`src/rtl/rom_scan_if.sv`:
```
// Key, ROM and display signals of the ROM browse controller.
// master = controller side, slave = board/ROM/display side.
interface rom_scan_if #(
    parameter int unsigned ADDR_W = 8,
    parameter int unsigned DATA_W = 8
);
    logic              key1;
    logic              key2;
    logic              key3;
    logic [ADDR_W-1:0] rom_addr;
    logic [DATA_W-1:0] rom_data;
    logic [ADDR_W-1:0] disp_addr;
    logic [DATA_W-1:0] disp_data;
    logic              disp_vld;
    logic              auto_mode;
    logic              dir_down;

    modport master (
        input  key1, key2, key3, rom_data,
        output rom_addr, disp_addr, disp_data, disp_vld, auto_mode, dir_down
    );

    modport slave (
        output key1, key2, key3, rom_data,
        input  rom_addr, disp_addr, disp_data, disp_vld, auto_mode, dir_down
    );
endinterface

```
`src/rtl/rom_scan_ctrl.sv`:
```
// ROM browse controller: debounced keys step a ROM address manually or on a timer.
// Define ROM_SCAN_PINGPONG_EN to bounce at the ends in auto mode instead of wrapping.
module rom_scan_ctrl #(
    parameter int unsigned ADDR_W   = 8,
    parameter int unsigned DATA_W   = 8,
    parameter int unsigned DEPTH    = 256,
    parameter logic [19:0] CNT_MAX  = 20'd999_999,
    parameter logic [23:0] STEP_MAX = 24'd9_999_999,
    parameter int unsigned RD_LAT   = 1
) (
    input  logic        sys_clk,
    input  logic        sys_rst_n,
    rom_scan_if.master  bus
);
    localparam logic [ADDR_W-1:0] Last = ADDR_W'(DEPTH - 1);

    typedef enum logic [1:0] {StIdle, StWait, StLatch} state_e;

    logic [2:0]       key_n;
    logic [2:0][1:0]  sync_q;
    logic [2:0][19:0] cnt_q;
    logic [2:0]       press;

    assign key_n = {bus.key3, bus.key2, bus.key1};

    for (genvar k = 0; k < 3; k++) begin : g_key
        always_ff @(posedge sys_clk or negedge sys_rst_n) begin
            if (!sys_rst_n) begin
                sync_q[k] <= 2'b11;
                cnt_q[k]  <= '0;
            end else begin
                sync_q[k] <= {sync_q[k][0], key_n[k]};
                if (sync_q[k][1]) begin
                    cnt_q[k] <= '0;
                end else if (cnt_q[k] != CNT_MAX) begin
                    cnt_q[k] <= cnt_q[k] + 20'd1;
                end
            end
        end
        // Fires on the way to saturation, so a long hold yields one pulse.
        assign press[k] = ~sync_q[k][1] & (cnt_q[k] == CNT_MAX - 20'd1);
    end

    state_e            state_q;
    logic [1:0]        wait_q;
    logic [ADDR_W-1:0] addr_q;
    logic [ADDR_W-1:0] disp_addr_q;
    logic [DATA_W-1:0] disp_data_q;
    logic              disp_vld_q;
    logic              auto_q;
    logic              dir_q;
    logic [23:0]       step_q;

    logic              key_step, key_down, tick, step_req, step_down, move_down;
    logic              accept, dir_d, timer_clr;
    logic [ADDR_W-1:0] next_addr;

    always_comb begin
        key_step  = press[0] | press[1];
        key_down  = ~press[0] & press[1];
        tick      = auto_q & ~press[2] & (step_q == STEP_MAX);
        step_req  = key_step | tick;
        step_down = key_step ? key_down : dir_q;
        move_down = step_down;
`ifdef ROM_SCAN_PINGPONG_EN
        if (auto_q && !step_down && addr_q == Last) begin
            move_down = 1'b1;
        end else if (auto_q && step_down && addr_q == '0) begin
            move_down = 1'b0;
        end
`endif
        if (move_down) begin
            next_addr = (addr_q == '0) ? Last : addr_q - ADDR_W'(1);
        end else begin
            next_addr = (addr_q == Last) ? '0 : addr_q + ADDR_W'(1);
        end
        accept = step_req & (state_q == StIdle);
        // An accepted step fixes the direction it actually moved in (covers the bounce).
        if (accept) begin
            dir_d = move_down;
        end else if (key_step) begin
            dir_d = key_down;
        end else begin
            dir_d = dir_q;
        end
        timer_clr = ~auto_q | press[2] | key_step | tick;
    end

    always_ff @(posedge sys_clk or negedge sys_rst_n) begin
        if (!sys_rst_n) begin
            state_q     <= StWait;
            wait_q      <= '0;
            addr_q      <= '0;
            disp_addr_q <= '0;
            disp_data_q <= '0;
            disp_vld_q  <= 1'b0;
            auto_q      <= 1'b0;
            dir_q       <= 1'b0;
            step_q      <= '0;
        end else begin
            disp_vld_q <= 1'b0;
            auto_q     <= auto_q ^ press[2];
            dir_q      <= dir_d;
            step_q     <= timer_clr ? '0 : step_q + 24'd1;
            unique case (state_q)
                StIdle: begin
                    if (accept) begin
                        addr_q  <= next_addr;
                        wait_q  <= '0;
                        state_q <= StWait;
                    end
                end
                StWait: begin
                    if (wait_q == 2'(RD_LAT)) begin
                        disp_data_q <= bus.rom_data;
                        disp_addr_q <= addr_q;
                        disp_vld_q  <= 1'b1;
                        state_q     <= StLatch;
                    end else begin
                        wait_q <= wait_q + 2'd1;
                    end
                end
                StLatch: state_q <= StIdle;
                default: state_q <= StIdle;
            endcase
        end
    end

    assign bus.rom_addr  = addr_q;
    assign bus.disp_addr = disp_addr_q;
    assign bus.disp_data = disp_data_q;
    assign bus.disp_vld  = disp_vld_q;
    assign bus.auto_mode = auto_q;
    assign bus.dir_down  = dir_q;
endmodule

```
`src/flat_wrapper.sv`:
```
// flat-port wrapper written by rule: the top's interface ports become plain ports
module rom_scan_ctrl_flat 
#(
    parameter int unsigned ADDR_W   = 8,
    parameter int unsigned DATA_W   = 8,
    parameter int unsigned DEPTH    = 256,
    parameter logic [19:0] CNT_MAX  = 20'd999_999,
    parameter logic [23:0] STEP_MAX = 24'd9_999_999,
    parameter int unsigned RD_LAT   = 1
)
  (sys_clk, sys_rst_n, bus_key1, bus_key2, bus_key3, bus_rom_data, bus_rom_addr, bus_disp_addr, bus_disp_data, bus_disp_vld, bus_auto_mode, bus_dir_down);
  rom_scan_if #(.ADDR_W(ADDR_W), .DATA_W(DATA_W)) bus_i ();
  input  logic sys_clk;
  input  logic sys_rst_n;
  input wire logic [$bits(bus_i.key1)-1:0] bus_key1;
  input wire logic [$bits(bus_i.key2)-1:0] bus_key2;
  input wire logic [$bits(bus_i.key3)-1:0] bus_key3;
  input wire logic [$bits(bus_i.rom_data)-1:0] bus_rom_data;
  output wire logic [$bits(bus_i.rom_addr)-1:0] bus_rom_addr;
  output wire logic [$bits(bus_i.disp_addr)-1:0] bus_disp_addr;
  output wire logic [$bits(bus_i.disp_data)-1:0] bus_disp_data;
  output wire logic [$bits(bus_i.disp_vld)-1:0] bus_disp_vld;
  output wire logic [$bits(bus_i.auto_mode)-1:0] bus_auto_mode;
  output wire logic [$bits(bus_i.dir_down)-1:0] bus_dir_down;
  assign bus_i.key1 = bus_key1;
  assign bus_i.key2 = bus_key2;
  assign bus_i.key3 = bus_key3;
  assign bus_i.rom_data = bus_rom_data;
  assign bus_rom_addr = bus_i.rom_addr;
  assign bus_disp_addr = bus_i.disp_addr;
  assign bus_disp_data = bus_i.disp_data;
  assign bus_disp_vld = bus_i.disp_vld;
  assign bus_auto_mode = bus_i.auto_mode;
  assign bus_dir_down = bus_i.dir_down;
  rom_scan_ctrl #(.ADDR_W(ADDR_W), .DATA_W(DATA_W), .DEPTH(DEPTH), .CNT_MAX(CNT_MAX), .STEP_MAX(STEP_MAX), .RD_LAT(RD_LAT)) u_core (.sys_clk(sys_clk), .sys_rst_n(sys_rst_n), .bus(bus_i));
endmodule
```
`config.mk`:
```
export PLATFORM = sky130hd
export DESIGN_NAME = rom_scan_ctrl_flat
export DESIGN_NICKNAME = d
export VERILOG_FILES = /design/src/rtl/rom_scan_if.sv /design/src/rtl/rom_scan_ctrl.sv /design/src/flat_wrapper.sv
export SDC_FILE = /design/constraint.sdc
export NUM_CORES = 1
export LEC_CHECK = 0
export CORE_UTILIZATION = 45
export DETAILED_ROUTE_END_ITERATION = 7
export GPL_ROUTABILITY_DRIVEN = 0
export MAX_ROUTING_LAYER = met4
export PLACE_DENSITY = 0.73
export SYNTH_ARGS = -nofsm -noshare
export SYNTH_HDL_FRONTEND = slang
export SYNTH_SLANG_ARGS = --single-unit
```
`constraint.sdc`:
```
create_clock -name sys_clk -period 3.9 [get_ports sys_clk]
set_input_delay 1.17 -clock sys_clk [delete_from_list [all_inputs] [get_ports sys_clk]]
set_output_delay 1.17 -clock sys_clk [all_outputs]
set_load 0.02 [all_outputs]
```
== Yosys cells after proc, flatten, opt, wreduce, memory -nomap -nowiden ==
Cells that the tools add are included.
Operators by class
  bitwise logic cells: 19
  muxes and demuxes: 19
  add/sub/neg operators: 7
  reductions and logical operators: 10
  equal/unequal tests: 13
Operator list (number)
  two-way mux 20 bit: 6
  adder 20 x 1 -> 20 bit (second input constant): 3
  == test 20 bit (second input constant): 3
  inequality test 20 bit (second input constant): 3
  adder 24 x 1 -> 24 bit (second input constant): 1
  == test 24 bit (second input constant): 1
  two-way mux 24 bit: 1
  two-way mux 8 bit: 3
  adder 8 x 1 -> 8 bit (second input constant): 1
  == test 8 bit (second input constant): 1
  logical NOT 8 bit: 1
  two-way mux 2 bit: 4
  case mux 2 bit (2 select lines): 2
  nonzero test 2 bit: 4
  subtractor 8 x 1 -> 8 bit (second input constant): 1
  bitwise AND 1 bit: 7
  inverter 1 bit: 6
  AND reduction 2 bit: 3
  bitwise OR 1 bit: 5
  == test 2 x 1 -> 1 bit (second input constant): 2
  inequality test 2 x 1 -> 1 bit (second input constant): 2
  two-way mux 1 bit: 3
  AND reduction 3 bit: 1
  adder 2 x 1 -> 2 bit (second input constant): 1
  other kinds (3): 3
Word-level totals
  output and inout port bits: 27
  word-level logic and storage cells: 83
  bits in registers: 121
  bits of input ports: 13

== Logic depth before layout (Yosys ltp) ==
Gate-level depths: netlist of the first run.
  depth after elaboration: 9
  gate-level depth with buffers: 12
  depth with buffers taken out: 11

== Worst setup path before layout of the first run ==
Ideal clock, no wire load.
  path type: register to register
  start: reg u_core.cnt_q[55] (netlist name)
  end: reg u_core.step_q[11]
  clock period less this slack: 2.917 ns
  arrival time: 2.845 ns
  stages on the path, launching flop included: 13
  slack: 0.983 ns
  path buffers: 1
  cell sequence: dfrtp_1 > or4_1 > nor4_1 > and3_1 > nand4_1 > ha_1 > nor4bb_1 > and3_1 > and4_1 > nor3_1 > nand2_1 > buf_2 > nor2_1
Between the ends
  longest elaborated chain between the ends: 7
Ends and longest elaborated chain
  start: declaration: RTL line rom_scan_ctrl.sv:21  | logic [2:0][19:0] cnt_q;
  start signal: indexed assignment: RTL line rom_scan_ctrl.sv:36  | cnt_q[k] <= cnt_q[k] + 20'd1;
  == test 20 bit *: RTL line rom_scan_ctrl.sv:41  | assign press[k] = ~sync_q[k][1] & (cnt_q[k] == CNT_MAX - 20'd1);
  bitwise AND 1 bit *: RTL line rom_scan_ctrl.sv:41
  inverter 1 bit: RTL line rom_scan_ctrl.sv:61  | tick = auto_q & ~press[2] & (step_q == STEP_MAX);
  bitwise AND 1 bit (2 in a row): RTL line rom_scan_ctrl.sv:61
  bitwise OR 1 bit *: RTL line rom_scan_ctrl.sv:86  | timer_clr = ~auto_q | press[2] | key_step | tick;
  two-way mux 24 bit *: RTL line rom_scan_ctrl.sv:104  | step_q <= timer_clr ? '0 : step_q + 24'd1;
  end signal: assignment: RTL line rom_scan_ctrl.sv:104
  end: declaration: RTL line rom_scan_ctrl.sv:52  | logic [23:0] step_q;
Mark *: on every way between the ends. The rest lies on a longest branch, timed or not.
A chain may end at the register's enable or synchronous reset.

== Final worst setup path of the first run ==
  start: reg u_core.cnt_q[55] (netlist name)
  end: reg u_core.step_q[10]
Same word-level chain as after synthesis.

==> impl_results.md, run 1 <==
* Main combinational cell family by area after synthesis: simple AND/OR/NAND/NOR gates
* DP Area at 6680 µm²
* Power Total at roughly 3000 µW
* Sequential fraction of the synthesis area at just under 50%
* Max Cap Viol at 0
* Yosys top cell by area: dfrtp_1
* Initial DRC count at ~270
* Crit path arrival time at about 3.9 ns
* Endpoints failing setup at 0
* Min-delay src: u_core.sync_q[0]$_DFF_PN1_
* Avg Synthesized Cell Area at 9.51 µm²
* Number of flops mapped to enable cells by yosys at 0
* Total iterations of the first detailed-routing run at 4
* First-pass GRT wire length at approximately 21,000 µm
* Die width at between 100 and 150 µm
* Status: complete, no violations
* CTS H-tree depth at 4
* Top-count cell post-synth: dfrtp_1
* CTS tree: built
* Critical Path Most Common Cell: and3_1
* Critical path cell sequence: or4_1, nor4_1, and3_1, nand4_1, ha_1, nor4bb_1, and3_1, and4_1, nor3_1, nand2_1, nor2_1
* CP endpoint kind: register
* Mux share of post-synthesis cell area at 0.408%
* Clock Latency Late Sink at roughly 0.42 ns
* Slew headroom at about 50%
* YS warnings at 0
* Detailed-placement wirelength estimate at around 8300 µm
* Clk buf depth at 2
* Final period demand of the worst path at about 3.6 ns
* Area Overhead vs Synth at 19.2%
* Row count at 42
* Top cell type's share of synthesized area at a little under half
* Post-detailed-route via-to-cell ratio at about 5.4
* Worst hold path depth at 0
* CP Launch Type: register
* Max incr delay on CP at around 0.53 ns
* Num Clock Sinks at around 120
* DRT antenna net count at 0
* XOR/XNOR Fraction of Synth Area at just over 9%
* IO buf count at 39
* Crit path kind: reg2reg
* RSZ-0062 raised after global routing: false
* Pleak at just over 0.003 µW
* Worst-path clk slew at around 0.05 ns
* Async SR Flop Fraction at 100%
* Post-synthesis simple-gate area fraction at 28.1%
* Pin count of the biggest net entering global routing at 66
* Min-Delay Path Class: reg2reg
* Syn Std Cell Area at a little over 6000 µm²
* R2R Setup Slk at between 0.2 and 0.3 ns
* Count of state elements after synthesis at about 120
* Post-synth cell types at 62
* Initial core utilization at 46.2%
* Worst vdd ir at ~0.0003 V
* Fin nets at 712
* CTS resizes at 0
* Worst-path fanout max at 22
* Fin crit share at between 90% and 100%
* Post-synth top cells: 114 x dfrtp_1, 91 x nor2_1, 79 x nand2_1, 37 x xor2_1, 35 x nand3_1
* Family with the most delay on the worst path: simple AND/OR/NAND/NOR gates
* Avg WL per Cell at between 10 and 15 µm
* Ports at 40
* WL final at 12,200 µm
* Post-CTS setup repair buffer count at 0
* Total number of vias at between 4,000 and 5,000
* Final hold viol count at 0
* PwrDens at between 400 and 500 nW/µm²
* Post-Route Skew at a little over 0.008 ns
* Root Driver: clkbuf_16
* CP Buf/Inv Count at 0
* Drt drc at 0
* Vias in the first global route at between 4,000 and 5,000
* FF-to-FF Start: u_core.cnt_q[55]$_DFFE_PN0P_
* RR Endpoint: u_core.step_q[10]$_DFF_PN0_
* DIE HEIGHT at 119 µm
* Cell count after synthesis at 645
* Slew of the pin with the lowest slew margin at approximately 0.76 ns
* N_diodes at 0
* Post-Syn Nets at 670
* Die area at roughly 14,000 µm²
* Grt ovf at 0
* Initial antenna violation count at 0
* CTS buffer count at 17
* Top FF cell, synth: dfrtp_1
* Layout cell share with drive strength beyond 1 at 8.29%
* Synth Area in Adders at 2.45%
* Hold buffers post-CTS at 0
* Setup TNS at 0 ns
* Overall global routing resource usage at approximately a fifth
* Complex-gate fraction of the synthesized area at under 10%
* Reg2Reg Depth at 11
* Synth area leaders: dfrtp_1 46%, nor2_1 5.6%, xor2_1 5.3%, nand2_1 4.8%, xnor2_1 4.0%
* Core Region at 13,300 µm²
* F_max at between 200 and 300 MHz
* Worst Hold Path EP: u_core.sync_q[1]$_DFF_PN1_
* Pins Over Slew Limit at 0
* WP data required at between 4 and 5 ns
* Finished Cell Area at approximately 7300 µm²
* Crit-path slowest cell: or4_1
-- cell type report --
cell class	count	area, µm²
Fill cell	1182	5980
Sequential cell	121	3040
Multi-Input combinational cell	486	2930
Clock buffer	20	457
Timing Repair Buffer	42	423
Tap cell	176	220
Clock inverter	12	173
Inverter	19	71.3
-- how the worst max path moves through the flow --
stage | startpoint | endpoint | slack, ns | cells past startpoint
floorplan | u_core.cnt_q[55]$_DFFE_PN0P_ | u_core.step_q[11]$_DFF_PN0_ | 0.98 | 12
global placement | u_core.cnt_q[55]$_DFFE_PN0P_ | u_core.step_q[23]$_DFF_PN0_ | 0.47 | 11
detailed placement | u_core.cnt_q[55]$_DFFE_PN0P_ | u_core.step_q[3]$_DFF_PN0_ | 0.29 | 11
CTS | u_core.cnt_q[55]$_DFFE_PN0P_ | u_core.step_q[12]$_DFF_PN0_ | 0.28 | 11
global route | u_core.cnt_q[55]$_DFFE_PN0P_ | u_core.step_q[12]$_DFF_PN0_ | 0.01 | 11
finish | u_core.cnt_q[55]$_DFFE_PN0P_ | u_core.step_q[10]$_DFF_PN0_ | 0.30 | 11
-- power by group --
group | switching (µW) | internal [µW] | total [µW]
clock | 548 | 1100 | 1650
combinational | 33.1 | 22.3 | 55.4
sequential | 18.6 | 1270 | 1290
-- worst reg2reg max path, delay by kind of cell, from the launching register on --
family	cells	cell delay [ns]
and+or+nand+nor	10	2.85
DFF	1	0.40
adders and majority gates	1	0.25
-- metal layers --
metal	track usage (%)	share of wire (%)	routed length [µm]
met3	6.03	4.1	500
met2	30.6	48	5880
met5	-	0	0
met4	7.91	2.2	265
met1	23.7	45	5510
-- flip-flops by register name (all words and copies together), names as in the netlist --
name and cells:
u_core.bus.disp_vld 1, u_core.wait_q 2, u_core.bus.disp_data 8, u_core.bus.auto_mode 1, u_core.cnt_q 60, u_core.bus.dir_down 1, u_core.state_q 2, u_core.step_q 24
u_core.bus.rom_addr 8, u_core.bus.disp_addr 8, u_core.sync_q 6
-- per-stage QoR --
stage / worst slack, ns / hold WS (ns) / cells / utilization [%]
2_1_floorplan: 0.983 / 0.345 / 645 / -
3_3_place_gp: 0.469 / 0.345 / 844 / 50.3
3_5_place_dp: 0.286 / 0.347 / 844 / 50.3
4_1_cts: 0.283 / 0.355 / 876 / 55.0
5_1_grt: 0.0120 / 0.362 / 876 / 55.0
6_report: 0.298 / 0.353 / 876 / 55.0
-- cell families after synthesis --
group                      after synthesis
adders and majority gates               12
and+or+nand+nor                        332
buffers and inverters                   38
DFF                                    121
muxes                                    2
AOI/OAI and AO/OA                       75
xor gates and xnor gates                65
-- layout by cell type (no fill, tap or decap), types with 4 or more instances in the layout --
cell / count
a211oi_1: 4
a21oi_1: 21
a31oi_1: 7
and3_1: 17
and4_1: 11
bufinv_16: 4
clkbuf_16: 17
clkdlybuf4s50_1: 38
clkinv_2: 4
dfrtp_1: 114
dfstp_2: 7
ha_1: 12
inv_1: 18
nand2_1: 79
nand3_1: 35
nand4_1: 25
nor2_1: 91
nor3_1: 19
nor4_1: 4
nor4b_1: 4
o21ai_0: 24
o21bai_1: 4
or3_1: 9
or4b_1: 4
xnor2_1: 28
xor2_1: 37
(Power assumes the default switching activity.)
==> run 2: changes to the inputs <==
GPL_TIMING_DRIVEN = 0   (was not set)
==> run 2 against run 1 <==
Global-route usage increased by 0.33 points. Combinational power increased by 21%. Via count increased by 3.0%. Core utilization increased by 0.58 points. Cell count increased by 1.9%. Highest routed layer unchanged. Fmax increased by 5.2%.
==> impl_results.md, run 2 (synthesized netlist as in run 1, its figures left out) <==
* Initial core utilization at a little under half
* Hold buffers post-CTS at 0
* Post-Route Skew at a little under 0.008 ns
* CTS H-tree depth at 4
* N_diodes at 0
* Worst vdd ir at 0.000289 V
* Power Total at roughly 2900 µW
* Crit path arrival time at approximately 3.8 ns
* Grt ovf at 0
* Fin nets at approximately 730
* Crit-path slowest cell: or4_1
* Post-detailed-route via-to-cell ratio at 5.49
* Ports at 40
* DIE HEIGHT at roughly 120 µm
* Most frequent cells in the layout: 114 x dfrtp_1, 91 x nor2_1, 79 x nand2_1
* Max Cap Viol at 0
* Num Clock Sinks at about 120
* Setup TNS at 0 ns
* Area Overhead vs Synth at 20.4%
* Vias in the first global route at 4,732
* Final period demand of the worst path at about 3.4 ns
* Status: complete, no violations
* CTS tree: built
* Total number of vias at 4,903
* Initial DRC count at approximately 340
* Largest registers: u_core.cnt_q (60), u_core.step_q (24)
* IO buf count at 39
* Endpoints failing setup at 0
* Slew headroom at around three fifths
* DP Cell Count at 861
* Critical path cell sequence: or4_1, nor4_1, and3_1, nand4_1, ha_1, nor4bb_1, and3_1, and4_1, nor3_1, nand2_1, buf_2, nor2_1
* Initial antenna violation count at 0
* Max incr delay on CP at around 0.53 ns
* Min-Delay Path Class: reg2reg
* FILL cells at about 1,200
* Final hold viol count at 0
* CP Launch Type: register
* Clk buf depth at 2
* Slew of the pin with the lowest slew margin at just over 0.6 ns
* Core Region at roughly 13,000 µm²
* Die area at 14,100 µm²
* CTS buffer count at 17
* Layout cell share with drive strength beyond 1 at ~8.8%
* Crit path kind: reg2reg
* Overall global routing resource usage at 20.0%
* F_max at 292 MHz
* Worst-path fanout max at 10
* Post-Layout Cell Count at 893
* Drt drc at 0
* WP data required at ~4.2 ns
* CP endpoint kind: register
* Die width at 119 µm
* Pin count of the biggest net entering global routing at 73
* PwrDens at about 400 nW/µm²
* Critical Path Most Common Cell: and3_1
* Hold Slack at roughly 0.35 ns
* RSZ-0062 raised after global routing: false
* Final Util at 55.6%
* Total iterations of the first detailed-routing run at 5
* Root Driver: clkbuf_16
* WL final at between 10,000 and 15,000 µm
* Fin crit share at between 80% and 90%
* Commonest non-fill, non-tap cell in the layout: dfrtp_1
* Worst-path clk slew at 0.05 ns
* CTS resizes at 0
* DRT antenna net count at 0
* Pleak at around 0.0031 µW
* Post-CTS setup repair buffer count at 0
* Top reg by flops: u_core.cnt_q
* First-pass GRT wire length at between 20,000 and 25,000 µm
* Pins Over Slew Limit at 0
* Detailed-placement wirelength estimate at slightly below 9000 µm
* Row count at 42
* Clock Latency Late Sink at about 0.41 ns
* Avg WL per Cell at approximately 14 µm
* Max FFs per register at 60
==> run 2: final timing paths <==
kind	slack, ns	startpoint	cells past startpoint	end
max in group asynchronous	2.46	sys_rst_n	2	u_core.sync_q[4]$_DFF_PN1_
hold reg to reg	0.35	u_core.sync_q[0]$_DFF_PN1_	0	u_core.sync_q[1]$_DFF_PN1_
hold / removal	0.35	u_core.sync_q[0]$_DFF_PN1_	0	u_core.sync_q[1]$_DFF_PN1_
setup / recovery	0.48	u_core.cnt_q[55]$_DFFE_PN0P_	12	u_core.step_q[4]$_DFF_PN0_
min in group asynchronous	0.69	sys_rst_n	1	u_core.bus.disp_data[3]$_DFFE_PN0P_
setup reg to reg	0.48	u_core.cnt_q[55]$_DFFE_PN0P_	12	u_core.step_q[4]$_DFF_PN0_
==> run 2: worst max-delay path: cells and delay by family (launching register included) <==
kind | cells | cell delay (ns)
simple gates | 10 | 2.48
fa+ha+maj | 1 | 0.26
flops | 1 | 0.41
buf+inv | 1 | 0.21
==> run 2: per-stage QoR <==
| step | instance area (µm²) | setup WS [ns] |
|---|---|---|
| 2_1_floorplan | 6140 | 0.983 |
| 3_3_place_gp | 6750 | -2.81 |
| 3_5_place_dp | 6780 | 0.473 |
| 4_1_cts | 7390 | 0.478 |
| 5_1_grt | 7390 | 0.272 |
| 6_report | 7390 | 0.477 |
==> run 2: area by class of cell <==
type | count | area, µm² | area share (%)
clock inverter | 12 | 148 | 2.00
multi-input combinational | 486 | 2930 | 39.7
buffer | 19 | 96.3 | 1.30
inverter | 19 | 71.3 | 0.965
tap | 176 | 220 | 2.98
clock buffer | 20 | 467 | 6.32
timing repair buffer | 40 | 419 | 5.67
sequential | 121 | 3040 | 41.1
==> run 2: layer usage <==
layer	GRT usage [%]	vias to the layer above	share of wire, %
li1	-	2385	-
met1	24.2	2380	45
met2	31.3	121	49
met3	4.87	17	4.7
met5	-	-	0
met4	9.41	0	1.7
==> run 2: report_power, final <==
part | total (µW) | internal (µW) | switching (µW)
sequential | 1280 | 1270 | 10.7
combinational | 66.9 | 24.0 | 43.0
clock | 1590 | 1050 | 539
